File: config.mk
export PLATFORM = sky130hd
export DESIGN_NAME = pool_relu_nch
export DESIGN_NICKNAME = d
export VERILOG_FILES = /design/src/rtl/pool_relu_nch.sv
export SDC_FILE = /design/constraint.sdc
export NUM_CORES = 1
export LEC_CHECK = 0
export BUFFER_PORTS_ARGS = -buffer_cell sky130_fd_sc_hd__clkbuf_2
export CORE_ASPECT_RATIO = 1.5
export CORE_MARGIN = 10
export CORE_UTILIZATION = 55
export CTS_CLUSTER_SIZE = 40
export DETAILED_ROUTE_END_ITERATION = 10
export PLACE_DENSITY_LB_ADDON = 0.08
export REMOVE_ABC_BUFFERS = 1
export SYNTH_ARGS = -nofsm -noshare
export SYNTH_HDL_FRONTEND = slang
export SYNTH_SLANG_ARGS = --single-unit
File: constraint.sdc
create_clock -name clk -period 5.33 [get_ports clk]
set_input_delay 0.2665 -clock clk [delete_from_list [all_inputs] [get_ports clk]]
set_output_delay 0.2665 -clock clk [all_outputs]
set_load 0.03 [all_outputs]
File: src/rtl/pool_relu_nch.sv
// pool_relu_nch
//   Streaming POOLxPOOL (stride POOL) max/average pooling with optional ReLU,
//   applied independently to CH parallel signed channels arriving one raster
//   pixel per valid cycle. One pooled result is emitted per completed window.
//
// Ports
//   clk         clock, rising edge
//   rst_n       asynchronous reset, active low
//   valid_in    data_in carries a pixel this cycle
//   sof         with valid_in: this pixel is row 0, col 0 (resyncs counters)
//   mode_avg    0 = max pooling, 1 = average pooling (latched at frame start)
//   relu_en     1 = clamp negative results to 0 (latched at frame start)
//   data_in     CH signed samples, channel c at [c*DATA_BIT +: DATA_BIT]
//   data_out    CH pooled results, same packing, held between pulses
//   valid_out   one-cycle pulse per completed window
//   frame_done  high together with valid_out on the last window of a frame
module pool_relu_nch #(
    parameter int CH        = 3,
    parameter int DATA_BIT  = 12,
    parameter int IN_WIDTH  = 24,
    parameter int IN_HEIGHT = 24,
    parameter int POOL      = 2
) (
    input  logic                   clk,
    input  logic                   rst_n,
    input  logic                   valid_in,
    input  logic                   sof,
    input  logic                   mode_avg,
    input  logic                   relu_en,
    input  logic [CH*DATA_BIT-1:0] data_in,
    output logic [CH*DATA_BIT-1:0] data_out,
    output logic                   valid_out,
    output logic                   frame_done
);

    localparam int LOG2P    = (POOL == 4) ? 2 : 1;
    localparam int SHIFT    = 2 * LOG2P;
    localparam int EW       = DATA_BIT + SHIFT;
    localparam int NENT     = IN_WIDTH / POOL;
    localparam int OUT_ROWS = IN_HEIGHT / POOL;
    localparam int CW       = (IN_WIDTH > 1) ? $clog2(IN_WIDTH) : 1;
    localparam int IW       = (NENT > 1) ? $clog2(NENT) : 1;
    localparam int RW       = (OUT_ROWS > 1) ? $clog2(OUT_ROWS) : 1;

    localparam logic [CW-1:0]    COL_LAST = CW'(IN_WIDTH - 1);
    localparam logic [LOG2P-1:0] WIN_LAST = {LOG2P{1'b1}};
    localparam logic [RW-1:0]    ROW_LAST = RW'(OUT_ROWS - 1);

    if (!(POOL == 2 || POOL == 4)) begin : g_bad_pool
        $error("pool_relu_nch: POOL must be 2 or 4");
    end
    if ((IN_WIDTH % POOL) != 0 || (IN_HEIGHT % POOL) != 0) begin : g_bad_size
        $error("pool_relu_nch: IN_WIDTH and IN_HEIGHT must be multiples of POOL");
    end

    logic [CW-1:0]    col;
    logic [LOG2P-1:0] win_row;
    logic [RW-1:0]    out_row;
    logic             mode_q;
    logic             relu_q;

    // Entries hold a sign-extended running max or a running sum per window column.
    logic signed [EW-1:0] lbuf [CH][NENT];

    logic [CW-1:0]    eff_col, col_n;
    logic [LOG2P-1:0] eff_win, win_n;
    logic [RW-1:0]    eff_orow, orow_n;
    logic             frame_start, avg_now, relu_now, first, last, frame_last;
    logic [IW-1:0]    idx;

    // sof zeroes the position before the pixel is used, so the same pixel
    // both starts the frame and samples mode/relu.
    always_comb begin
        eff_col     = sof ? '0 : col;
        eff_win     = sof ? '0 : win_row;
        eff_orow    = sof ? '0 : out_row;
        frame_start = (eff_col == '0) && (eff_win == '0) && (eff_orow == '0);
        avg_now     = frame_start ? mode_avg : mode_q;
        relu_now    = frame_start ? relu_en  : relu_q;
        first       = (eff_win == '0) && (eff_col[LOG2P-1:0] == '0);
        last        = (eff_win == WIN_LAST) && (eff_col[LOG2P-1:0] == WIN_LAST);
        frame_last  = (eff_orow == ROW_LAST) && (eff_col == COL_LAST);
        idx         = IW'(eff_col >> LOG2P);

        col_n  = eff_col + 1'b1;
        win_n  = eff_win;
        orow_n = eff_orow;
        if (eff_col == COL_LAST) begin
            col_n = '0;
            if (eff_win == WIN_LAST) begin
                win_n  = '0;
                orow_n = (eff_orow == ROW_LAST) ? '0 : eff_orow + 1'b1;
            end else begin
                win_n = eff_win + 1'b1;
            end
        end
    end

    logic signed [EW-1:0]    nxt_entry [CH];
    logic [CH*DATA_BIT-1:0]  result_bus;

    for (genvar c = 0; c < CH; c++) begin : g_ch
        logic signed [DATA_BIT-1:0] smp, ent_lo, mx, res;
        logic signed [EW-1:0]       smp_ext, ent, sum, nxt;

        always_comb begin
            smp     = data_in[c*DATA_BIT +: DATA_BIT];
            smp_ext = {{SHIFT{smp[DATA_BIT-1]}}, smp};
            ent     = lbuf[c][idx];
            ent_lo  = ent[DATA_BIT-1:0];
            sum     = ent + smp_ext;
            mx      = (ent_lo > smp) ? ent_lo : smp;
            // The last sample is folded in combinationally; the sum of a full
            // window shifted right by 2*log2(POOL) always fits DATA_BIT.
            res     = avg_now ? DATA_BIT'(sum >>> SHIFT) : mx;
            if (relu_now && res[DATA_BIT-1]) begin
                res = '0;
            end
            if (first) begin
                nxt = smp_ext;
            end else if (avg_now) begin
                nxt = sum;
            end else begin
                nxt = {{SHIFT{mx[DATA_BIT-1]}}, mx};
            end
        end

        assign nxt_entry[c]                           = nxt;
        assign result_bus[c*DATA_BIT +: DATA_BIT]     = res;
    end

    always_ff @(posedge clk or negedge rst_n) begin
        if (!rst_n) begin
            col        <= '0;
            win_row    <= '0;
            out_row    <= '0;
            mode_q     <= 1'b0;
            relu_q     <= 1'b0;
            data_out   <= '0;
            valid_out  <= 1'b0;
            frame_done <= 1'b0;
            for (int c = 0; c < CH; c++) begin
                for (int e = 0; e < NENT; e++) begin
                    lbuf[c][e] <= '0;
                end
            end
        end else begin
            valid_out  <= 1'b0;
            frame_done <= 1'b0;
            if (valid_in) begin
                for (int c = 0; c < CH; c++) begin
                    lbuf[c][idx] <= nxt_entry[c];
                end
                if (frame_start) begin
                    mode_q <= mode_avg;
                    relu_q <= relu_en;
                end
                if (last) begin
                    data_out   <= result_bus;
                    valid_out  <= 1'b1;
                    frame_done <= frame_last;
                end
                col     <= col_n;
                win_row <= win_n;
                out_row <= orow_n;
            end
        end
    end

endmodule

==> summary.md <==
| Metric | Value |
|---|---|
| Die footprint | `a little over 0.06 mm2` |
| Worst R2R Setup Slack | `~110 ps` |
| Required @ worst endpoint | `roughly 5800 ps` |
| CTS clk-pin slew, worst paths | `around 60 ps` |
| Initial core utilization | `between 50% and 60%` |
| Global-route usage over all layers | `between 30% and 40%` |
| Final hold violation count | `0` |
| CTS Root Cell | `clkbuf_16` |
| Outcome | `finished clean` |
| Final WS setup | `approximately 110 ps` |
| # IOs | `80` |
| Crit path DAT | `5650 ps` |
| Asr flop ratio synth | `between 90% and 100%` |
| DR WL/cell | `between 20 and 25 um` |
| CTS tree | `built` |
| MaxCap Viol Count | `0` |
| CP Launch Type | `register` |
| Layout cells sized above 1 | `15.08%` |
| Via count | `around 24000` |
| Die Wd | `around 200 um` |
| Commonest cells in the netlist | `o21ai_0, dfrtp_1, nand2_1, clkbuf_1, nor2_1` |
| Cts bufs inserted | `between 50 and 60` |
| Register area share after synthesis | `about 50%` |
| Post-synth top area share | `between 40 and 50%` |
| FF-to-FF End | `lbuf[125]$_DFFE_PN0P_` |
| Post-synth top area cell | `dfrtp_1` |
| Final setup TNS | `0 ps` |
| Clock Path Buffers | `3` |
| Vias per inst | `between 6 and 7` |
| Clock period minus worst slack | `between 5000 and 6000 ps` |
| Hold path start | `data_in[4]` |
| Slew Limit Fails | `0` |
| Worst min path class | `in2reg` |
| Hold EP | `data_out[4]$_DFFE_PN0P_` |
| Cell area after synthesis | `0.02808 mm2` |
| Vias in the first global route | `~24000` |
| H-tree Lvls | `2` |
| Setup crit end kind | `register` |
| Setup Viol. Count Final | `0` |
| GPL Wtd Cong | `about 0.95` |
| First-pass GRT wire length | `145200 um` |
| CP Cell Sequence | `nor2b_1 -> and2_2 -> buf_4 -> a22o_1 -> a221oi_1 -> o21ai_0 -> a221o_1 -> ha_1 -> a221oi_2 -> o41ai_1 -> or4_1 -> a21oi_2 -> xnor2_1 -> mux2_2 -> a21oi_2 -> buf_4 -> o21ai_0` |
| DR pass1 iterations | `7` |
| Drt initial violations | `1929` |
| Final Instance Count excl. Fillers | `roughly 3800` |
| DR DRC count | `0` |
| Port Buffers | `79` |
| Worst-Skew Late Latency | `slightly above 600 ps` |
| Grt total ovfl | `0` |
| Layout Skew | `about 24 ps` |
| RSZ-0062 raised after global routing | `yes` |
| Core Box Area | `approximately 0.051 mm2` |
| Worst R2R Start | `col[1]$_DFFE_PN0P_` |
| Clk sink count | `approximately 550` |
| CP Max Fanout | `12` |
| Gate Count Post-Synth | `3041` |
| Placed Cells | `~3700` |
| Largest net degree at the start of global routing | `between 150 and 200` |
| Area Growth Syn to Fin | `13.61%` |
| Syn avg cell area | `just over 9 um2` |
| Die height | `between 200 and 300 um` |
| Placed wire-length estimate | `about 62000 um` |
| FF+latch count, synth | `roughly 550` |
| Leakage Power | `14.36 nW` |
| Final ANT Viol Nets | `0` |
| Final net count | `roughly 3200` |
| Worst r2r path cells | `17` |
| Initial antenna violation count | `0` |
| Ant. Diodes | `0` |
| Hold Path Stages | `4` |
| Fmax achieved | `0.1917 GHz` |
| Main synth FF type | `dfrtp_1` |
| Synth area leaders | `dfrtp_1, o21ai_0, nand2_1` |
| Slew @ Worst Pin | `around 1200 ps` |
| Number of synthesized flops with an enable pin | `0` |
| Total Wirelength | `94390 um` |
| Crit Path Class | `reg2reg` |
| # rows | `about 100` |
| CP max-delay cell | `or4_1` |
| Netlist cell types | `slightly below 90` |
| Top-count cell post-synth | `o21ai_0` |
| Crit share post-route | `~98%` |
| Ys Warns | `0` |
| Relative slew slack | `a little under a fifth` |
| PwrDens | `approximately 540 mW/mm2` |
| Tot Pwr | `roughly 17 mW` |
| CP peak stage delay | `roughly 570 ps` |
| VDD IR-drop max | `about 0.32 mV` |
| Setup WS pre-CTS | `-94.16 ps` |
| Fillers | `between 4000 and 5000` |
-- sequential cells by signal, summed over array words and instances, names as in the netlist --
signal	count
data_out	36
mode_q	1
frame_done	1
valid_out	1
col	5
lbuf	504
win_row	1
relu_q	1
out_row	4
-- worst max-delay path: cells and delay by family, from the launching register on --
kind,cells,cell delay [ps]
buffers and inverters,2,390
adders and majority gates,1,400
muxes,1,390
xor gates and xnor gates,1,200
and+or+nand+nor,3,1100
AOI/OAI and AO/OA,9,2030
DFF,1,520
-- placed cells by master (no fill, tap or decap), types with 16 or more instances in the layout --
| cell | synthesis | layout |
|---|---|---|
| a211oi_1 | 23 | 23 |
| a21oi_1 | 128 | 122 |
| a221oi_1 | 37 | 35 |
| a22o_1 | 29 | 29 |
| a22oi_1 | 20 | 18 |
| buf_12 | 0 | 16 |
| buf_4 | 15 | 149 |
| clkbuf_16 | 0 | 54 |
| clkbuf_2 | 7 | 78 |
| dfrtp_1 | 554 | 552 |
| ha_1 | 79 | 79 |
| inv_1 | 80 | 80 |
| mux2_2 | 60 | 60 |
| mux2i_1 | 76 | 75 |
| nand2_1 | 528 | 528 |
| nand2b_1 | 21 | 21 |
| nand3_1 | 36 | 23 |
| nor2_1 | 144 | 142 |
| nor2b_1 | 23 | 21 |
| nor3_1 | 29 | 29 |
| o211ai_1 | 18 | 18 |
| o21ai_0 | 577 | 576 |
| o221ai_1 | 26 | 25 |
| o22ai_1 | 78 | 78 |
| xnor2_1 | 24 | 24 |
-- metrics by stage --
step	hold slack (ps)	cell area (um2)	util, %
after CTS	57.55	31710	62.73
after detailed placement	219.4	29780	58.92
after global routing	101.1	31910	63.12
after global placement	214.8	29780	58.92
final	86.59	31910	63.12
after floorplan	-29.09	26970	-
-- worst max path at each step --
| stage | start | endpoint | slack (ps) | cells after the start |
|---|---|---|---|---|
| after global placement | col[2]$_DFFE_PN0P_ | lbuf[125]$_DFFE_PN0P_ | -30 | 18 |
| after detailed placement | col[1]$_DFFE_PN0P_ | lbuf[13]$_DFFE_PN0P_ | -90 | 17 |
| final | col[1]$_DFFE_PN0P_ | lbuf[125]$_DFFE_PN0P_ | 110 | 17 |
| after global routing | col[1]$_DFFE_PN0P_ | lbuf[375]$_DFFE_PN0P_ | -130 | 18 |
| after CTS | col[1]$_DFFE_PN0P_ | data_out[7]$_DFFE_PN0P_ | 10 | 18 |
| after floorplan | col[2]$_DFFE_PN0P_ | lbuf[449]$_DFFE_PN0P_ | -3470 | 13 |
-- routing by layer --
layer  GRT usage, %  wire [um]  part of all wire (%)  vias to the layer above
li1               -          -                     -                    10880
met5              0          0                     0                        -
met4          16.25       5277                   5.6                        0
met1          37.24      36010                    38                    11670
met3          4.816       6508                   6.9                      266
met2          52.30      46590                    49                      949
-- cells by family (layout without fill, tap and decap cells) --
logic type                 after synthesis  count (layout)  synth area share, %
muxes                                  144             144                5.698
and+or+nand+nor                        836             836                12.57
AOI/OAI and AO/OA                     1057            1057                22.49
xor gates and xnor gates                34              34                1.060
DFF                                    554             554                49.36
adders and majority gates               82              82                3.733
buffers and inverters                  334             430                5.079
-- where the power goes --
group	internal [mW]	switching [mW]
Combinational	2.72	4.37
Sequential	5.45	0.680
Clock	2.40	1.69
-- area by class of cell --
cell class              instances  area [um2]  area share (%)
flip-flops and latches        554       13870           43.47
multi-input cells            2153       13110           41.09
repair buffers                248        1887           5.914
clock buffers                  78        1582           4.957
well taps                     669       837.1           2.624
clock inverters                22       311.5          0.9765
inverters                      82       307.8          0.9647
-- what timing repair did --
item                       in CTS  in global routing
hold buffers                    2                  0
gates resized for setup         3                 21
pin swaps                       0                  1
buffers inserted                0                  8
hold endpoints to repair       48                  0
setup endpoints to repair      22                307
Note: power is estimated with default switching activity, not from simulation.
